==> config.mk <==
export PLATFORM = sky130hd
export DESIGN_NAME = div_seq_responder
export DESIGN_NICKNAME = d
export VERILOG_FILES = /design/src/rtl/div_seq_responder.sv
export SDC_FILE = /design/constraint.sdc
export NUM_CORES = 1
export LEC_CHECK = 0
export BUFFER_PORTS_ARGS = -buffer_cell sky130_fd_sc_hd__buf_4
export CAP_MARGIN = 25
export CORE_MARGIN = 2
export CORE_UTILIZATION = 59
export DETAILED_ROUTE_END_ITERATION = 10
export HOLD_SLACK_MARGIN = 0.06
export PLACE_DENSITY = 0.81
export SLEW_MARGIN = 40
export SYNTH_ARGS = -nofsm -noshare
export SYNTH_HDL_FRONTEND = slang
export SYNTH_SLANG_ARGS = --single-unit
export TNS_END_PERCENT = 100
==> constraint.sdc <==
create_clock -name clk -period 3.7 [get_ports clk]
set_input_delay 0.37 -clock clk [delete_from_list [all_inputs] [get_ports clk]]
set_output_delay 0.37 -clock clk [all_outputs]
set_load 0.01 [all_outputs]
==> src/rtl/div_seq_responder.sv <==
// Multi-cycle radix-2 restoring divider answering the EX-stage divide valid/ready handshake.
// Optional macro DIV_EARLY_OUT_EN skips CALC when the divisor is zero or exceeds the dividend.
module div_seq_responder #(
  parameter int WIDTH = 32,
  parameter int CNT_W = 6
) (
  input  logic               clk,
  input  logic               rst,
  input  logic [WIDTH-1:0]   a,
  input  logic [WIDTH-1:0]   b,
  input  logic               sign,
  input  logic               opn_valid,
  input  logic               res_ready,
  output logic               res_valid,
  output logic [2*WIDTH-1:0] result,
  output logic               busy
);

  typedef enum logic [1:0] {
    IDLE = 2'd0,
    CALC = 2'd1,
    DONE = 2'd2
  } state_t;

  localparam logic [CNT_W-1:0] CNT_ZERO = {CNT_W{1'b0}};
  localparam logic [CNT_W-1:0] CNT_ONE  = {{(CNT_W-1){1'b0}}, 1'b1};
  localparam logic [CNT_W-1:0] CNT_INIT = CNT_W'(WIDTH);

  function automatic logic [WIDTH-1:0] cond_neg(input logic [WIDTH-1:0] v, input logic en);
    logic [WIDTH-1:0] r;
    if (en) begin
      r = ~v + {{(WIDTH-1){1'b0}}, 1'b1};
    end else begin
      r = v;
    end
    return r;
  endfunction

  state_t               state_q, state_d;
  logic [CNT_W-1:0]     cnt_q, cnt_d;
  logic [WIDTH-1:0]     rem_q, rem_d;
  logic [WIDTH-1:0]     quo_q, quo_d;
  logic [WIDTH-1:0]     dvs_q, dvs_d;
  logic                 qneg_q, qneg_d;
  logic                 rneg_q, rneg_d;
  logic                 res_valid_q, res_valid_d;
  logic [2*WIDTH-1:0]   result_q, result_d;
  logic                 busy_q, busy_d;

  logic [WIDTH-1:0]     a_mag_s, b_mag_s;
  logic [WIDTH:0]       shift_s, trial_s;

  // next-state, datapath step and registered-output staging
  always_comb begin
    a_mag_s     = cond_neg(a, sign & a[WIDTH-1]);
    b_mag_s     = cond_neg(b, sign & b[WIDTH-1]);
    shift_s     = {rem_q, quo_q[WIDTH-1]};
    trial_s     = shift_s - {1'b0, dvs_q};
    state_d     = state_q;
    cnt_d       = cnt_q;
    rem_d       = rem_q;
    quo_d       = quo_q;
    dvs_d       = dvs_q;
    qneg_d      = qneg_q;
    rneg_d      = rneg_q;
    res_valid_d = res_valid_q;
    result_d    = result_q;
    case (state_q)
      IDLE: begin
        if (opn_valid) begin
          state_d = CALC;
          dvs_d   = b_mag_s;
          rneg_d  = sign & a[WIDTH-1];
`ifdef DIV_EARLY_OUT_EN
          // Trivial operands: preload so the final correction step yields {a, q} on E1.
          if ((b_mag_s == {WIDTH{1'b0}}) || (a_mag_s < b_mag_s)) begin
            cnt_d  = CNT_ZERO;
            rem_d  = a_mag_s;
            quo_d  = (b_mag_s == {WIDTH{1'b0}}) ? {WIDTH{1'b1}} : {WIDTH{1'b0}};
            qneg_d = 1'b0;
          end else begin
            cnt_d  = CNT_INIT;
            rem_d  = {WIDTH{1'b0}};
            quo_d  = a_mag_s;
            qneg_d = sign & (a[WIDTH-1] ^ b[WIDTH-1]);
          end
`else
          cnt_d  = CNT_INIT;
          rem_d  = {WIDTH{1'b0}};
          quo_d  = a_mag_s;
          qneg_d = sign & (a[WIDTH-1] ^ b[WIDTH-1]);
`endif
        end else begin
          state_d = IDLE;
        end
      end
      CALC: begin
        if (!opn_valid) begin
          state_d = IDLE;
        end else if (cnt_q == CNT_ZERO) begin
          state_d     = DONE;
          res_valid_d = 1'b1;
          result_d    = {cond_neg(rem_q, rneg_q), cond_neg(quo_q, qneg_q)};
        end else begin
          // quo_q doubles as the dividend shifter: dividend bits leave the top, quotient bits enter the bottom
          cnt_d = cnt_q - CNT_ONE;
          if (!trial_s[WIDTH]) begin
            rem_d = trial_s[WIDTH-1:0];
            quo_d = {quo_q[WIDTH-2:0], 1'b1};
          end else begin
            rem_d = shift_s[WIDTH-1:0];
            quo_d = {quo_q[WIDTH-2:0], 1'b0};
          end
        end
      end
      DONE: begin
        if (res_ready) begin
          state_d     = IDLE;
          res_valid_d = 1'b0;
        end else begin
          state_d = DONE;
        end
      end
      default: begin
        state_d     = IDLE;
        res_valid_d = 1'b0;
      end
    endcase
    busy_d = (state_d != IDLE);
  end

  // state and datapath registers with synchronous reset
  always_ff @(posedge clk) begin
    if (rst) begin
      state_q     <= IDLE;
      cnt_q       <= CNT_ZERO;
      rem_q       <= {WIDTH{1'b0}};
      quo_q       <= {WIDTH{1'b0}};
      dvs_q       <= {WIDTH{1'b0}};
      qneg_q      <= 1'b0;
      rneg_q      <= 1'b0;
      res_valid_q <= 1'b0;
      result_q    <= {(2*WIDTH){1'b0}};
      busy_q      <= 1'b0;
    end else begin
      state_q     <= state_d;
      cnt_q       <= cnt_d;
      rem_q       <= rem_d;
      quo_q       <= quo_d;
      dvs_q       <= dvs_d;
      qneg_q      <= qneg_d;
      rneg_q      <= rneg_d;
      res_valid_q <= res_valid_d;
      result_q    <= result_d;
      busy_q      <= busy_d;
    end
  end

  assign res_valid = res_valid_q;
  assign result    = result_q;
  assign busy      = busy_q;

endmodule

* Word-level counts from Yosys, hierarchy flattened *
Cells that the tools add are included.

storage, ports and cells
  bits in registers = 172
  input port bits = 69
  output and inout bits = 66

cells by class
  add/subtract/negate cells = 6
  equal/unequal tests = 7
  muxes and demuxes = 27
  bitwise logic cells = 9
  reduce and logical (&&, ||, !) cells = 8

operator list
  operator                                           number
  two-way mux 32 bit                                 11
  adder 32 x 1 -> 32 bit (second input constant)     4
  NOT 32 bit                                         4
  case mux 32 bit (2 select lines)                   2
  subtractor 33 x 32 -> 33 bit                       1
  two-way mux 6 bit                                  3
  case mux 6 bit (2 select lines)                    1
  inequality test 2 bit (second input constant)      5
  AND reduction 4 bit                                2
  zero test 6 bit                                    1
  two-way mux 2 bit                                  3
  case mux 2 bit (3 select lines)                    1
  subtractor 6 x 1 -> 6 bit (second input constant)  1
  two-way mux 1 bit                                  5
  nonzero test 2 bit                                 2
  AND 1 bit                                          3
  case mux 1 bit (3 select lines)                    1
  AND reduction 3 bit                                1
  == test 2 x 1 -> 1 bit (second input constant)     1
  == test 2 bit (second input constant)              1
  zero test 2 bit                                    1
  AND reduction 2 bit                                1
  NOT 1 bit                                          1
  bitwise XOR 1 bit                                  1

* Depth between registers and ports, before layout *
Gate-level depths: netlist of the first run.

  depth in word-level cells = 5
  gate-level depth with buffers = 15
  depth with buffers taken out = 12

* Least setup slack after synthesis of the first run *
No wires, ideal clock.

  path kind = reg-to-reg
  start = register quo_q[31]
  end = register rem_q[20]
  setup time = 0.116 ns
  arrival time = 2.881 ns
  data required time = 3.584 ns
  slack = 0.703 ns
  stages on the path, launching flop included = 15
  buffers on the path = 2
  path through = dfxtp_1 > inv_1 > ha_1 > fa_1 > nor2b_1 > o31ai_1 > a21oi_1 > and3_1 > o2111ai_2 > and3_1 > buf_2 > or2_1 > buf_2 > a32o_1 > a31o_1

on the way
  longest elaborated chain between the ends = 5

RTL lines
  item                              RTL line  source
  start, declared                   42        logic [WIDTH-1:0] quo_q, quo_d;
  start signal, assigned            138       quo_q <= {WIDTH{1'b0}};
  start signal, assigned            149       quo_q <= quo_d;
  subtractor 33 x 32 -> 33 bit      58        trial_s = shift_s - {1'b0, dvs_q};
  two-way mux 32 bit                107       if (!trial_s[WIDTH]) begin
  two-way mux 32 bit                100       end else if (cnt_q == CNT_ZERO) begin
  two-way mux 32 bit                98        if (!opn_valid) begin
  case mux 32 bit (2 select lines)  68        case (state_q)
  end signal, assigned              137       rem_q <= {WIDTH{1'b0}};
  end signal, assigned              148       rem_q <= rem_d;
  end, declared                     41        logic [WIDTH-1:0] rem_q, rem_d;

Every way passes these cells. The select of a mux whose other input is x is not followed.
A chain may end at the register's enable or synchronous reset.

* Worst setup path in the final report of the first run *
  start = register rem_q[0]
  end = register rem_q[20]

on the way
  longest elaborated chain between the ends = 5

RTL lines
  item                              RTL line
  subtractor 33 x 32 -> 33 bit      58
  two-way mux 32 bit                107
  two-way mux 32 bit                100
  two-way mux 32 bit                98
  case mux 32 bit (2 select lines)  68

Every way passes these cells. The select of a mux whose other input is x is not followed.

==> results.rst, run 1 <==
.. list-table::
   :header-rows: 1

   * - Metric
     - Value
   * - Share of final-layout standard cells stronger than drive strength 1
     - 0.139
   * - Worst-Margin Slew
     - between 0.7 and 0.8 ns
   * - Post-DP HPWL
     - 21,500 um
   * - Count leader, synth
     - sky130_fd_sc_hd__nor2_1
   * - Category of cells accounting for the largest share of critical-path delay
     - simple AND/OR/NAND/NOR gates
   * - Maximum clock skew at final layout
     - ~0.013 ns
   * - Count of nets left with antenna violations after detail routing
     - 0
   * - Num CTS Buffers
     - 17
   * - Clock period minus worst slack
     - between 3 and 4 ns
   * - Required arrival time at the worst endpoint
     - 4.03 ns
   * - Port buffer count
     - 134
   * - Met1 routing resource usage after global routing
     - 0.449
   * - Leakage power summed over all cells
     - 4.95 nW
   * - Commonest cells post-synth
     - 178 x sky130_fd_sc_hd__nor2_1, 172 x sky130_fd_sc_hd__dfxtp_1, 124 x sky130_fd_sc_hd__nand2_1
   * - Number of nets in the layout
     - between 1,500 and 2,000
   * - Maximum number of pins on one net before global-route repair
     - 76
   * - Share of the core filled with cells
     - 0.694
   * - Final WL
     - roughly 28,000 um
   * - Maximum number of buffers from clock root to sink
     - 2
   * - Critical hold path startpoint
     - b[1]
   * - Max-slew violations
     - 0
   * - Layout area overhead
     - 15.2%
   * - Most area-hungry cell type in the Yosys netlist
     - sky130_fd_sc_hd__dfxtp_1
   * - Fin crit share
     - 0.926
   * - Routed wire length per instance
     - 16.5 um
   * - Number of cell rows
     - 49
   * - Min-delay worst type
     - input pin to flop
   * - Endpoint, Worst Hold
     - dvs_q[1]
   * - Global-route wire length before repair
     - ~46,000 um
   * - Fraction of registers with async set or reset after synthesis
     - 0
   * - Critical setup path kind
     - flop to flop
   * - Starting DRC count in detailed routing
     - 892
   * - H-tree depth
     - 4
   * - Num Clock Sinks
     - 172
   * - CTS tree
     - built
   * - Fraction of power consumed by sequential logic
     - 0.428
   * - Kind of start point of the critical path
     - flop
   * - Kind of capture point of the worst setup path
     - flop
   * - Synth warn
     - 0
   * - Setup repair after global routing missed its margin
     - no
   * - Clock transition at the registers of the reported paths
     - 0.07 ns
   * - Proportion of synthesized chip area in sequential cells
     - 0.317
   * - Number of nets in the synthesized netlist
     - 1,511
   * - CP Buf/Inv Count
     - 1
   * - Post-Synthesis Cell Area
     - 10,900 um2
   * - Critical Path AT
     - 3.75 ns
   * - Diode insertion count for antenna repair
     - 0
   * - Areal power density over the cells
     - 395 nW/um2
   * - Detailed-router iteration count before antenna repair
     - 6
   * - Hold Path Stages
     - 3
   * - Average size of a mapped cell
     - a little under 8 um2
   * - Die span in y
     - 140 um
   * - Post CTS Setup Buffer Count
     - 0
   * - Run status
     - complete, no violations
   * - Area share of the leading cell type in the synthesized netlist
     - 0.317
   * - R2R Setup Slk
     - between 0.2 and 0.3 ns
   * - Reg2Reg Launch Point
     - rem_q[0]
   * - Most Frequent Cell on Critical Path
     - sky130_fd_sc_hd__and3_1
   * - Per-cell via count in the routed design
     - around 6.0
   * - Final routed DRC violation total
     - 0
   * - Aggregate global routing overflow
     - 0
   * - R2R Path End
     - rem_q[20]
   * - Total chip power
     - 4.94 mW
   * - Number of enable flip-flop cells after synthesis
     - 0
   * - Number of vias after detailed routing
     - ~10,000
   * - Initial antenna violation count
     - 0
   * - Proportion of power drawn by the clock network
     - 0.352
   * - Vias in the first global route
     - 8,897
   * - Weighted congestion at the end of routability-driven global placement
     - 1.01
   * - Floorplan Core Area
     - around 18,000 um2
   * - Timing-limited maximum frequency
     - 292 MHz
   * - Peak supply drop
     - ~0.4 mV
   * - Number of max-cap violations
     - 0
   * - Routing usage on met2
     - 0.392
   * - Source-to-sink clock delay at the later pin of the worst-skew pair
     - approximately 0.43 ns
   * - M3 GR Usage
     - 0.0523
   * - Sw frac
     - 0.319
   * - Gate count of the mapped netlist
     - 1,404
   * - Global router's overall resource usage
     - 0.283
   * - Setup Total Neg Slack
     - 0 ns
   * - Cells on worst reg2reg path
     - 11
   * - Main area contributors after synthesis
     - sky130_fd_sc_hd__dfxtp_1 32%, sky130_fd_sc_hd__a211oi_1 7.1%, sky130_fd_sc_hd__xor2_1 6.9%
   * - Worst slew margin relative to its limit
     - 0.463
   * - Final Setup Violations
     - 0
   * - Multi-input gate area
     - between 6000 and 7000 um2
   * - Internal power summed over all cells
     - 3.37 mW
   * - Cells along the critical path
     - inv_1, fa_1, nor2b_1, o31ai_1, a21oi_1, and3_1, o2111ai_2, and3_1, or2_1, a32o_1, a31o_1
   * - Filler cells
     - 1,516
   * - Count of cell types in the netlist
     - 67
   * - Die outline area
     - 19,500 um2
   * - I/O pin count
     - 135
   * - Hold-fix buffer count after cts
     - 0
   * - Effective utilization at floorplan
     - 0.602
   * - Total area of sequential cells
     - 3440 um2
   * - Crit path largest cell delay
     - 0.48 ns
   * - Hold Violations, Final
     - 0
   * - Share of total power in combinational logic
     - 0.221
   * - Die width
     - 140 um
   * - Net switching power of the design
     - about 1.6 mW
   * - Post-CTS sizing
     - 0
   * - Crit path max fanout
     - 17
   * - Most used flip-flop cell after synthesis
     - sky130_fd_sc_hd__dfxtp_1
   * - CTS root buf
     - sky130_fd_sc_hd__clkbuf_16
   * - Grt peak-use layer
     - met1
   * - Crit-path slowest cell
     - sky130_fd_sc_hd__dfxtp_1
   * - Synthesized flop and latch total
     - 172
## tightest hold or removal path, stage by stage
cell and delay, ns:
sky130_fd_sc_hd__buf_4 0.12, sky130_fd_sc_hd__nand2_1 0.05, sky130_fd_sc_hd__a311oi_1 0.07
## final cells by class
cell class | instances | share of cell area
Clock buffer | 18 | 0.0343
Clock inverter | 13 | 0.0106
Inverter | 55 | 0.0165
Timing Repair Buffer | 147 | 0.0899
Multi-Input combinational cell | 1089 | 0.550
Sequential cell | 172 | 0.275
Tap cell | 229 | 0.0229
## stage by stage
stage,cell area (um2),setup WS [ns],cells,hold slack (ns)
finish,12500,0.274,1723,0.231
global route,12500,0.0866,1723,0.248
CTS,12500,0.312,1722,0.226
detailed placement,11900,0.339,1691,0.444
global placement,11900,0.435,1691,0.436
floorplan,10900,0.703,1404,0.425
## worst max-delay path by stage
stage,cells after the start,slack [ns],endpoint,startpoint
after floorplan,14,0.70,rem_q[20],quo_q[31]
after global placement,12,0.43,rem_q[20],quo_q[31]
after detailed placement,11,0.34,rem_q[20],rem_q[0]
after CTS,11,0.31,rem_q[20],rem_q[0]
after global routing,13,0.09,rem_q[12],rem_q[0]
final,11,0.27,rem_q[20],rem_q[0]
## sequential cells by signal, indices dropped and copies added, names as in the netlist
register	flops
result	64
dvs_q	32
quo_q	32
rem_q	32
cnt_q	6
state_q	2
busy	1
qneg_q	1
res_valid	1
rneg_q	1
## logic make-up after synthesis
family                     Yosys count  synth area share
adders and majority gates           38            0.0445
xor gates and xnor gates           136             0.110
muxes                               18            0.0166
and+or+nand+nor                    466             0.202
AOI/OAI and AO/OA                  431             0.259
buffers and inverters              143            0.0516
DFF                                172             0.317
## power groups by stage
stage	Sequential, mW	Clock, mW	Combinational [mW]
after global routing	2.13	1.82	1.21
after global placement	2.14	0	1.06
after CTS	2.11	1.75	1.08
after detailed placement	2.15	0	1.07
final	2.12	1.74	1.09
after floorplan	2.12	0	0.740
## placed cells by master (no fill, tap or decap), types with 4 or more instances in the layout
cell type,netlist,final
sky130_fd_sc_hd__a211oi_1,103,103
sky130_fd_sc_hd__a21o_1,13,13
sky130_fd_sc_hd__a21oi_1,114,113
sky130_fd_sc_hd__a22o_1,5,5
sky130_fd_sc_hd__a311oi_1,7,7
sky130_fd_sc_hd__a31oi_1,12,12
sky130_fd_sc_hd__a32oi_1,8,8
sky130_fd_sc_hd__and2_1,10,10
sky130_fd_sc_hd__and3_1,10,9
sky130_fd_sc_hd__buf_4,0,145
sky130_fd_sc_hd__clkbuf_16,0,17
sky130_fd_sc_hd__dfxtp_1,172,171
sky130_fd_sc_hd__ha_1,37,37
sky130_fd_sc_hd__inv_1,55,55
sky130_fd_sc_hd__mux2i_1,18,18
sky130_fd_sc_hd__nand2_1,124,124
sky130_fd_sc_hd__nand2b_1,11,10
sky130_fd_sc_hd__nand3_1,21,21
sky130_fd_sc_hd__nor2_1,178,176
sky130_fd_sc_hd__nor2b_1,7,7
sky130_fd_sc_hd__nor3_1,32,32
sky130_fd_sc_hd__nor4_1,15,14
sky130_fd_sc_hd__o2111ai_1,5,5
sky130_fd_sc_hd__o211ai_1,9,9
sky130_fd_sc_hd__o21a_1,11,11
sky130_fd_sc_hd__o21ai_0,67,67
sky130_fd_sc_hd__o21ai_1,20,20
sky130_fd_sc_hd__o21bai_1,4,4
sky130_fd_sc_hd__o31ai_1,25,25
sky130_fd_sc_hd__o41ai_1,11,11
sky130_fd_sc_hd__or2_2,5,5
sky130_fd_sc_hd__or3_1,22,22
sky130_fd_sc_hd__or4_1,5,5
sky130_fd_sc_hd__or4_4,4,4
sky130_fd_sc_hd__xnor2_1,50,50
sky130_fd_sc_hd__xor2_1,86,86
## metal layers
| metal | vias up | wire length (um) |
|---|---|---|
| li1 | 5199 | - |
| met1 | 4625 | 13800 |
| met2 | 405 | 11600 |
| met3 | 33 | 2630 |
| met4 | 0 | 288 |
| met5 | - | 0 |
Power figures use the tool's default switching activity.
==> run 2, diff against run 1 <==
MAX_ROUTING_LAYER = met4   (was not set)
==> results.rst, run 2 (synthesized netlist as in run 1, its figures left out) <==
.. list-table::
   :header-rows: 1

   * - Metric
     - Value
   * - Run status
     - complete, no violations (unchanged)
   * - Cell Count Post-Placement
     - 1,699 (was 1,691)
   * - Weighted congestion at the end of routability-driven global placement
     - 0.966 (was 1.01)
   * - Detailed-router iteration count before antenna repair
     - 5 (was 6)
   * - Number of nets in the layout
     - 1,596 (was 1,589)
   * - Total chip power
     - 4.96 mW (was 4.94 mW)
   * - Maximum clock skew at final layout
     - 0.00927 ns (was 0.0130 ns)
   * - Port buffer count
     - 134 (unchanged)
   * - Hold Violations, Final
     - 0 (unchanged)
   * - Setup WS post-layout
     - 0.220 ns (was 0.274 ns)
   * - Crit path largest cell delay
     - 0.46 ns (was 0.48 ns)
   * - Most frequent cells in the layout
     - 176 x sky130_fd_sc_hd__nor2_1, 171 x sky130_fd_sc_hd__dfxtp_1, 152 x sky130_fd_sc_hd__buf_4 (was 176 x sky130_fd_sc_hd__nor2_1, 171 x sky130_fd_sc_hd__dfxtp_1, 145 x sky130_fd_sc_hd__buf_4)
   * - Final WL
     - 29,100 um (was 28,400 um)
   * - Kind of start point of the critical path
     - flop (unchanged)
   * - Number of cell rows
     - 49 (unchanged)
   * - Internal power summed over all cells
     - 3.39 mW (was 3.37 mW)
   * - Peak supply drop
     - 0.291 mV (was 0.403 mV)
   * - CTS root buf
     - sky130_fd_sc_hd__clkbuf_16 (unchanged)
   * - Number of vias after detailed routing
     - 10,400 (was 10,300)
   * - Max-slew violations
     - 0 (unchanged)
   * - Worst-Margin Slew
     - 0.867 ns (was 0.795 ns)
   * - Aggregate global routing overflow
     - 0 (unchanged)
   * - Hold-fix buffer count after cts
     - 0 (unchanged)
   * - Crit-path slowest cell
     - sky130_fd_sc_hd__dfxtp_1 (unchanged)
   * - Diode insertion count for antenna repair
     - 0 (unchanged)
   * - Clock period minus worst slack
     - 3.48 ns (was 3.43 ns)
   * - Global router's overall resource usage
     - 0.302 (was 0.283)
   * - Layout area overhead
     - 15.6% (was 15.2%)
   * - Required arrival time at the worst endpoint
     - 4.01 ns (was 4.03 ns)
   * - CTS tree
     - built (unchanged)
   * - Num CTS Buffers
     - 17 (unchanged)
   * - Critical setup path kind
     - flop to flop (unchanged)
   * - Die outline area
     - 19,500 um2 (unchanged)
   * - Kind of capture point of the worst setup path
     - flop (unchanged)
   * - Timing-limited maximum frequency
     - 287 MHz (was 292 MHz)
   * - Num Clock Sinks
     - 172 (unchanged)
   * - Number of max-cap violations
     - 0 (unchanged)
   * - Post-Layout Cell Count
     - 1,731 (was 1,723)
   * - Post CTS Setup Buffer Count
     - 0 (unchanged)
   * - H-tree depth
     - 4 (unchanged)
   * - Share of final-layout standard cells stronger than drive strength 1
     - 0.143 (was 0.139)
   * - Final routed DRC violation total
     - 0 (unchanged)
   * - Cells along the critical path
     - inv_1, fa_1, nor2b_1, o31ai_1, a21oi_1, and3_1, o2111ai_2, and3_1, buf_4, nor2_4, buf_4, mux2i_1, o21ai_1 (was inv_1, fa_1, nor2b_1, o31ai_1, a21oi_1, and3_1, o2111ai_2, and3_1, or2_1, a32o_1, a31o_1)
   * - Share of total power in combinational logic
     - 0.221 (about the same)
   * - I/O pin count
     - 135 (unchanged)
   * - Setup slack after placement
     - 0.304 ns (was 0.339 ns)
   * - Maximum number of pins on one net before global-route repair
     - 81 (was 76)
   * - Maximum number of buffers from clock root to sink
     - 2 (unchanged)
   * - Count of nets left with antenna violations after detail routing
     - 0 (unchanged)
   * - Floorplan Core Area
     - 18,000 um2 (unchanged)
   * - Net switching power of the design
     - 1.57 mW (was 1.58 mW)
   * - Setup Total Neg Slack
     - 0 ns (unchanged)
   * - Flip-flop count of the largest register after layout
     - 64 (unchanged)
   * - Final Setup Violations
     - 0 (unchanged)
   * - Initial antenna violation count
     - 0 (unchanged)
   * - Crit path max fanout
     - 16 (was 17)
   * - Die span in y
     - 140 um (unchanged)
   * - Proportion of power drawn by the clock network
     - 0.354 (was 0.352)
   * - Clock transition at the registers of the reported paths
     - 0.06 ns (was 0.07 ns)
   * - Fin crit share
     - 0.941 (was 0.926)
   * - Post-DP HPWL
     - 21,800 um (was 21,500 um)
   * - Source-to-sink clock delay at the later pin of the worst-skew pair
     - 0.44 ns (was 0.43 ns)
   * - Post-CTS sizing
     - 0 (unchanged)
   * - Effective utilization at floorplan
     - 0.602 (unchanged)
   * - Global-route wire length before repair
     - 47,000 um (was 45,700 um)
   * - Most common cell after layout, fill and taps aside
     - sky130_fd_sc_hd__nor2_1 (unchanged)
   * - Leakage power summed over all cells
     - 4.99 nW (was 4.95 nW)
   * - Fraction of power consumed by sequential logic
     - 0.425 (was 0.428)
   * - Sw frac
     - 0.317 (was 0.319)
   * - Min-delay worst type
     - input pin to flop (unchanged)
   * - Per-cell via count in the routed design
     - 6.01 (was 5.96)
   * - Routed wire length per instance
     - 16.8 um (was 16.5 um)
   * - Critical Path AT
     - 3.79 ns (was 3.75 ns)
   * - Worst slew margin relative to its limit
     - 0.417 (was 0.463)
   * - Areal power density over the cells
     - 395 nW/um2 (about the same)
   * - Die width
     - 140 um (unchanged)
   * - Setup repair after global routing missed its margin
     - no (unchanged)
   * - Vias in the first global route
     - 9,237 (was 8,897)
   * - Starting DRC count in detailed routing
     - 889 (was 892)
run 2: worst max-delay path, delay by kind of cell (launching register included):
kind / cells / cell delay, ns
AND/OR/NAND/NOR: 4 / 0.88
AO/OA/AOI/OAI: 4 / 0.65
flip-flops: 1 / 0.46
buffers and inverters: 3 / 0.61
multiplexers: 1 / 0.28
adder cells (fa/ha/maj): 1 / 0.46
run 2: area by class of cell:
type                    instances  area (um2)
flip-flops and latches        172        3440
fillers                      1569        5470
repair buffers                154        1170
well taps                     229         287
inverters                      55         206
clock buffers                  18         439
clock inverters                14         135
multi-input cells            1089        6870
run 2: power by group through the flow:
stage	sequential (mW)	combinational [mW]	clock (mW)
after global routing	2.12	1.22	1.84
final	2.11	1.10	1.75
after floorplan	2.12	0.740	0
after global placement	2.14	1.06	0
after detailed placement	2.15	1.08	0
after CTS	2.10	1.08	1.77
run 2: stage by stage:
step | instance area (um2) | util | hold slack, ns
2_1_floorplan | 10900 | - | 0.425
3_3_place_gp | 12000 | 0.664 | 0.440
3_5_place_dp | 12000 | 0.664 | 0.442
4_1_cts | 12500 | 0.696 | 0.164
5_1_grt | 12600 | 0.696 | 0.182
6_report | 12600 | 0.696 | 0.183
run 2: final timing paths:
check / cells after the start / to / slack, ns / from
max: 13 / rem_q[24] / 0.22 / rem_q[0]
min: 2 / dvs_q[2] / 0.18 / rst
max reg2reg: 13 / rem_q[24] / 0.22 / rem_q[0]
min reg2reg: 2 / rem_q[31] / 0.45 / rem_q[31]
run 2: routing by layer:
metal / vias up / wire length, um / track usage
li1: 5212 / - / -
met1: 4740 / 14000 / 0.448
met2: 427 / 11900 / 0.417
met3: 32 / 2830 / 0.0664
met4: 0 / 359 / 0.0716
met5: - / 0 / -
==> run 3, diff against run 2 <==
RECOVER_POWER = 50   (was not set)
==> results.rst, run 3 (synthesized netlist as in run 1, its figures left out) <==
.. list-table::
   :header-rows: 1

   * - Metric
     - Value
   * - Setup slack after placement
     - 0.304 ns (unchanged)
   * - Starting DRC count in detailed routing
     - 906 (was 889)
   * - Setup WS post-layout
     - 0.197 ns (was 0.220 ns)
   * - Final routed DRC violation total
     - 0 (unchanged)
   * - Global router's overall resource usage
     - 0.302 (unchanged)
   * - Source-to-sink clock delay at the later pin of the worst-skew pair
     - 0.43 ns (was 0.44 ns)
   * - Setup Total Neg Slack
     - 0 ns (unchanged)
   * - Floorplan Core Area
     - 18,000 um2 (unchanged)
   * - Peak supply drop
     - 0.289 mV (was 0.291 mV)
   * - Cells along the critical path
     - inv_1, fa_1, nor2b_1, o31ai_1, a21oi_1, and3_1, o2111ai_2, and3_1, buf_4, nor2_4, buf_4, mux2i_1, o21ai_1 (unchanged)
   * - Die outline area
     - 19,500 um2 (unchanged)
   * - R2R Setup Slk
     - 0.20 ns (was 0.22 ns)
   * - Most common cell after layout, fill and taps aside
     - sky130_fd_sc_hd__nor2_1 (unchanged)
   * - Share of the core filled with cells
     - 0.682 (was 0.696)
   * - Leakage power summed over all cells
     - 4.71 nW (was 4.99 nW)
   * - Instance area at placement
     - 12,000 um2 (unchanged)
   * - Areal power density over the cells
     - 401 nW/um2 (was 395 nW/um2)
   * - Kind of start point of the critical path
     - flop (unchanged)
   * - Worst-Margin Slew
     - 1.78 ns (was 0.867 ns)
   * - H-tree depth
     - 4 (unchanged)
   * - Final Setup Violations
     - 0 (unchanged)
   * - Timing-limited maximum frequency
     - 285 MHz (was 287 MHz)
   * - Category of cells accounting for the largest share of critical-path delay
     - simple AND/OR/NAND/NOR gates (unchanged)
   * - Kind of capture point of the worst setup path
     - flop (unchanged)
   * - Number of cell rows
     - 49 (unchanged)
   * - Flip-flop count of the largest register after layout
     - 64 (unchanged)
   * - Routed wire length per instance
     - 16.8 um (about the same)
   * - Reg2Reg Launch Point
     - rem_q[0] (unchanged)
   * - Post-DP HPWL
     - 21,800 um (unchanged)
   * - Effective utilization at floorplan
     - 0.602 (unchanged)
   * - Die span in y
     - 140 um (unchanged)
   * - Crit path largest cell delay
     - 0.46 ns (about the same)
   * - Maximum number of buffers from clock root to sink
     - 2 (unchanged)
   * - Critical Path AT
     - 3.81 ns (was 3.79 ns)
   * - Diode insertion count for antenna repair
     - 0 (unchanged)
   * - Number of vias after detailed routing
     - 10,400 (about the same)
   * - Global-route wire length before repair
     - 47,000 um (unchanged)
   * - Violations in the final reports
     - capacitance limit, slew limit
   * - CP Buf/Inv Count
     - 3 (unchanged)
   * - Die width
     - 140 um (unchanged)
   * - Cell Count Post-Placement
     - 1,699 (unchanged)
   * - Layout area overhead
     - 13.2% (was 15.6%)
   * - Endpoint, Worst Hold
     - dvs_q[2] (unchanged)
   * - Number of max-cap violations
     - 1 (was 0)
   * - Hold-fix buffer count after cts
     - 0 (unchanged)
   * - CTS root buf
     - sky130_fd_sc_hd__clkbuf_16 (unchanged)
   * - Crit-path slowest cell
     - sky130_fd_sc_hd__dfxtp_1 (unchanged)
   * - Fin crit share
     - 0.947 (was 0.941)
   * - Weighted congestion at the end of routability-driven global placement
     - 0.966 (unchanged)
   * - Hold Path Stages
     - 2 (unchanged)
   * - Clock transition at the registers of the reported paths
     - 0.06 ns (about the same)
   * - Critical setup path kind
     - flop to flop (unchanged)
   * - Share of final-layout standard cells stronger than drive strength 1
     - 0.0985 (was 0.143)
   * - Worst hold-check slack
     - 0.182 ns (was 0.183 ns)
   * - Max-slew violations
     - 31 (was 0)
   * - Aggregate global routing overflow
     - 0 (unchanged)
   * - I/O pin count
     - 135 (unchanged)
   * - Number of nets in the layout
     - 1,596 (unchanged)
   * - Maximum clock skew at final layout
     - 0.00940 ns (was 0.00927 ns)
   * - Required arrival time at the worst endpoint
     - 4.01 ns (about the same)
   * - R2R Path End
     - rem_q[24] (unchanged)
   * - Setup repair after global routing missed its margin
     - no (unchanged)
   * - Per-cell via count in the routed design
     - 5.99 (was 6.01)
   * - Count of nets left with antenna violations after detail routing
     - 0 (unchanged)
   * - Initial antenna violation count
     - 0 (unchanged)
   * - Total chip power
     - 4.92 mW (was 4.96 mW)
   * - Num Clock Sinks
     - 172 (unchanged)
   * - Cells on worst reg2reg path
     - 13 (unchanged)
   * - Clock period minus worst slack
     - 3.50 ns (was 3.48 ns)
   * - Min-delay worst type
     - input pin to flop (unchanged)
   * - Vias in the first global route
     - 9,237 (unchanged)
   * - Hold Violations, Final
     - 0 (unchanged)
   * - CTS tree
     - built (unchanged)
   * - Maximum number of pins on one net before global-route repair
     - 81 (unchanged)
   * - Run status
     - finished with violations (was complete, no violations)
   * - Detailed-router iteration count before antenna repair
     - 7 (was 5)
   * - Crit path max fanout
     - 16 (unchanged)
   * - Post-Layout Cell Count
     - 1,731 (unchanged)
   * - Most frequent cells in the layout
     - 177 x sky130_fd_sc_hd__nor2_1, 171 x sky130_fd_sc_hd__dfxtp_1, 124 x sky130_fd_sc_hd__nand2_1 (was 176 x sky130_fd_sc_hd__nor2_1, 171 x sky130_fd_sc_hd__dfxtp_1, 152 x sky130_fd_sc_hd__buf_4)
   * - Final WL
     - 29,100 um (about the same)
   * - Worst slew margin relative to its limit
     - -0.189 (was 0.417)
   * - Port buffer count
     - 134 (unchanged)
   * - Num CTS Buffers
     - 17 (unchanged)
   * - Area of all placed cells without fillers
     - 12,300 um2 (was 12,600 um2)
   * - Critical hold path startpoint
     - rst (unchanged)
==> run 3: how the worst max path moves through the flow <==
| stage | slack [ns] | end | cells after the start | from |
|---|---|---|---|---|
| 2_1_floorplan | 0.70 | rem_q[20] | 14 | quo_q[31] |
| 3_3_place_gp | 0.46 | rem_q[20] | 11 | rem_q[0] |
| 3_5_place_dp | 0.30 | rem_q[5] | 13 | rem_q[0] |
| 4_1_cts | 0.27 | rem_q[24] | 13 | rem_q[0] |
| 5_1_grt | 0.005 | rem_q[7] | 13 | rem_q[0] |
| 6_report | 0.20 | rem_q[24] | 13 | rem_q[0] |
==> run 3: layout make-up <==
class,count,area [um2]
Multi-Input combinational cell,1089,6860
Fill cell,1652,5740
Sequential cell,172,3440
Timing Repair Buffer,154,920
Clock buffer,18,439
Tap cell,229,287
Inverter,55,206
Clock inverter,14,135
==> run 3: what timing repair did <==
item / in CTS / in global routing
gates resized for setup: 0 / 1
setup buffers: 0 / 0
endpoints found under the setup margin: 0 / 1
==> run 3: power breakdown <==
| group | switching, mW | internal (mW) | leakage [nW] |
|---|---|---|---|
| clock network | 0.794 | 0.959 | 0.281 |
| registers | 0.131 | 1.98 | 1.40 |
| logic | 0.645 | 0.418 | 3.03 |
| total | 1.57 | 3.35 | 4.71 |
==> run 3: per-layer routing <==
metal / global-route usage / share of wire / vias up
met3: 0.0664 / 0.10 / 35
met4: 0.0716 / 0.012 / 0
met2: 0.417 / 0.41 / 441
met1: 0.448 / 0.48 / 4687
li1: - / - / 5214
met5: - / 0 / -
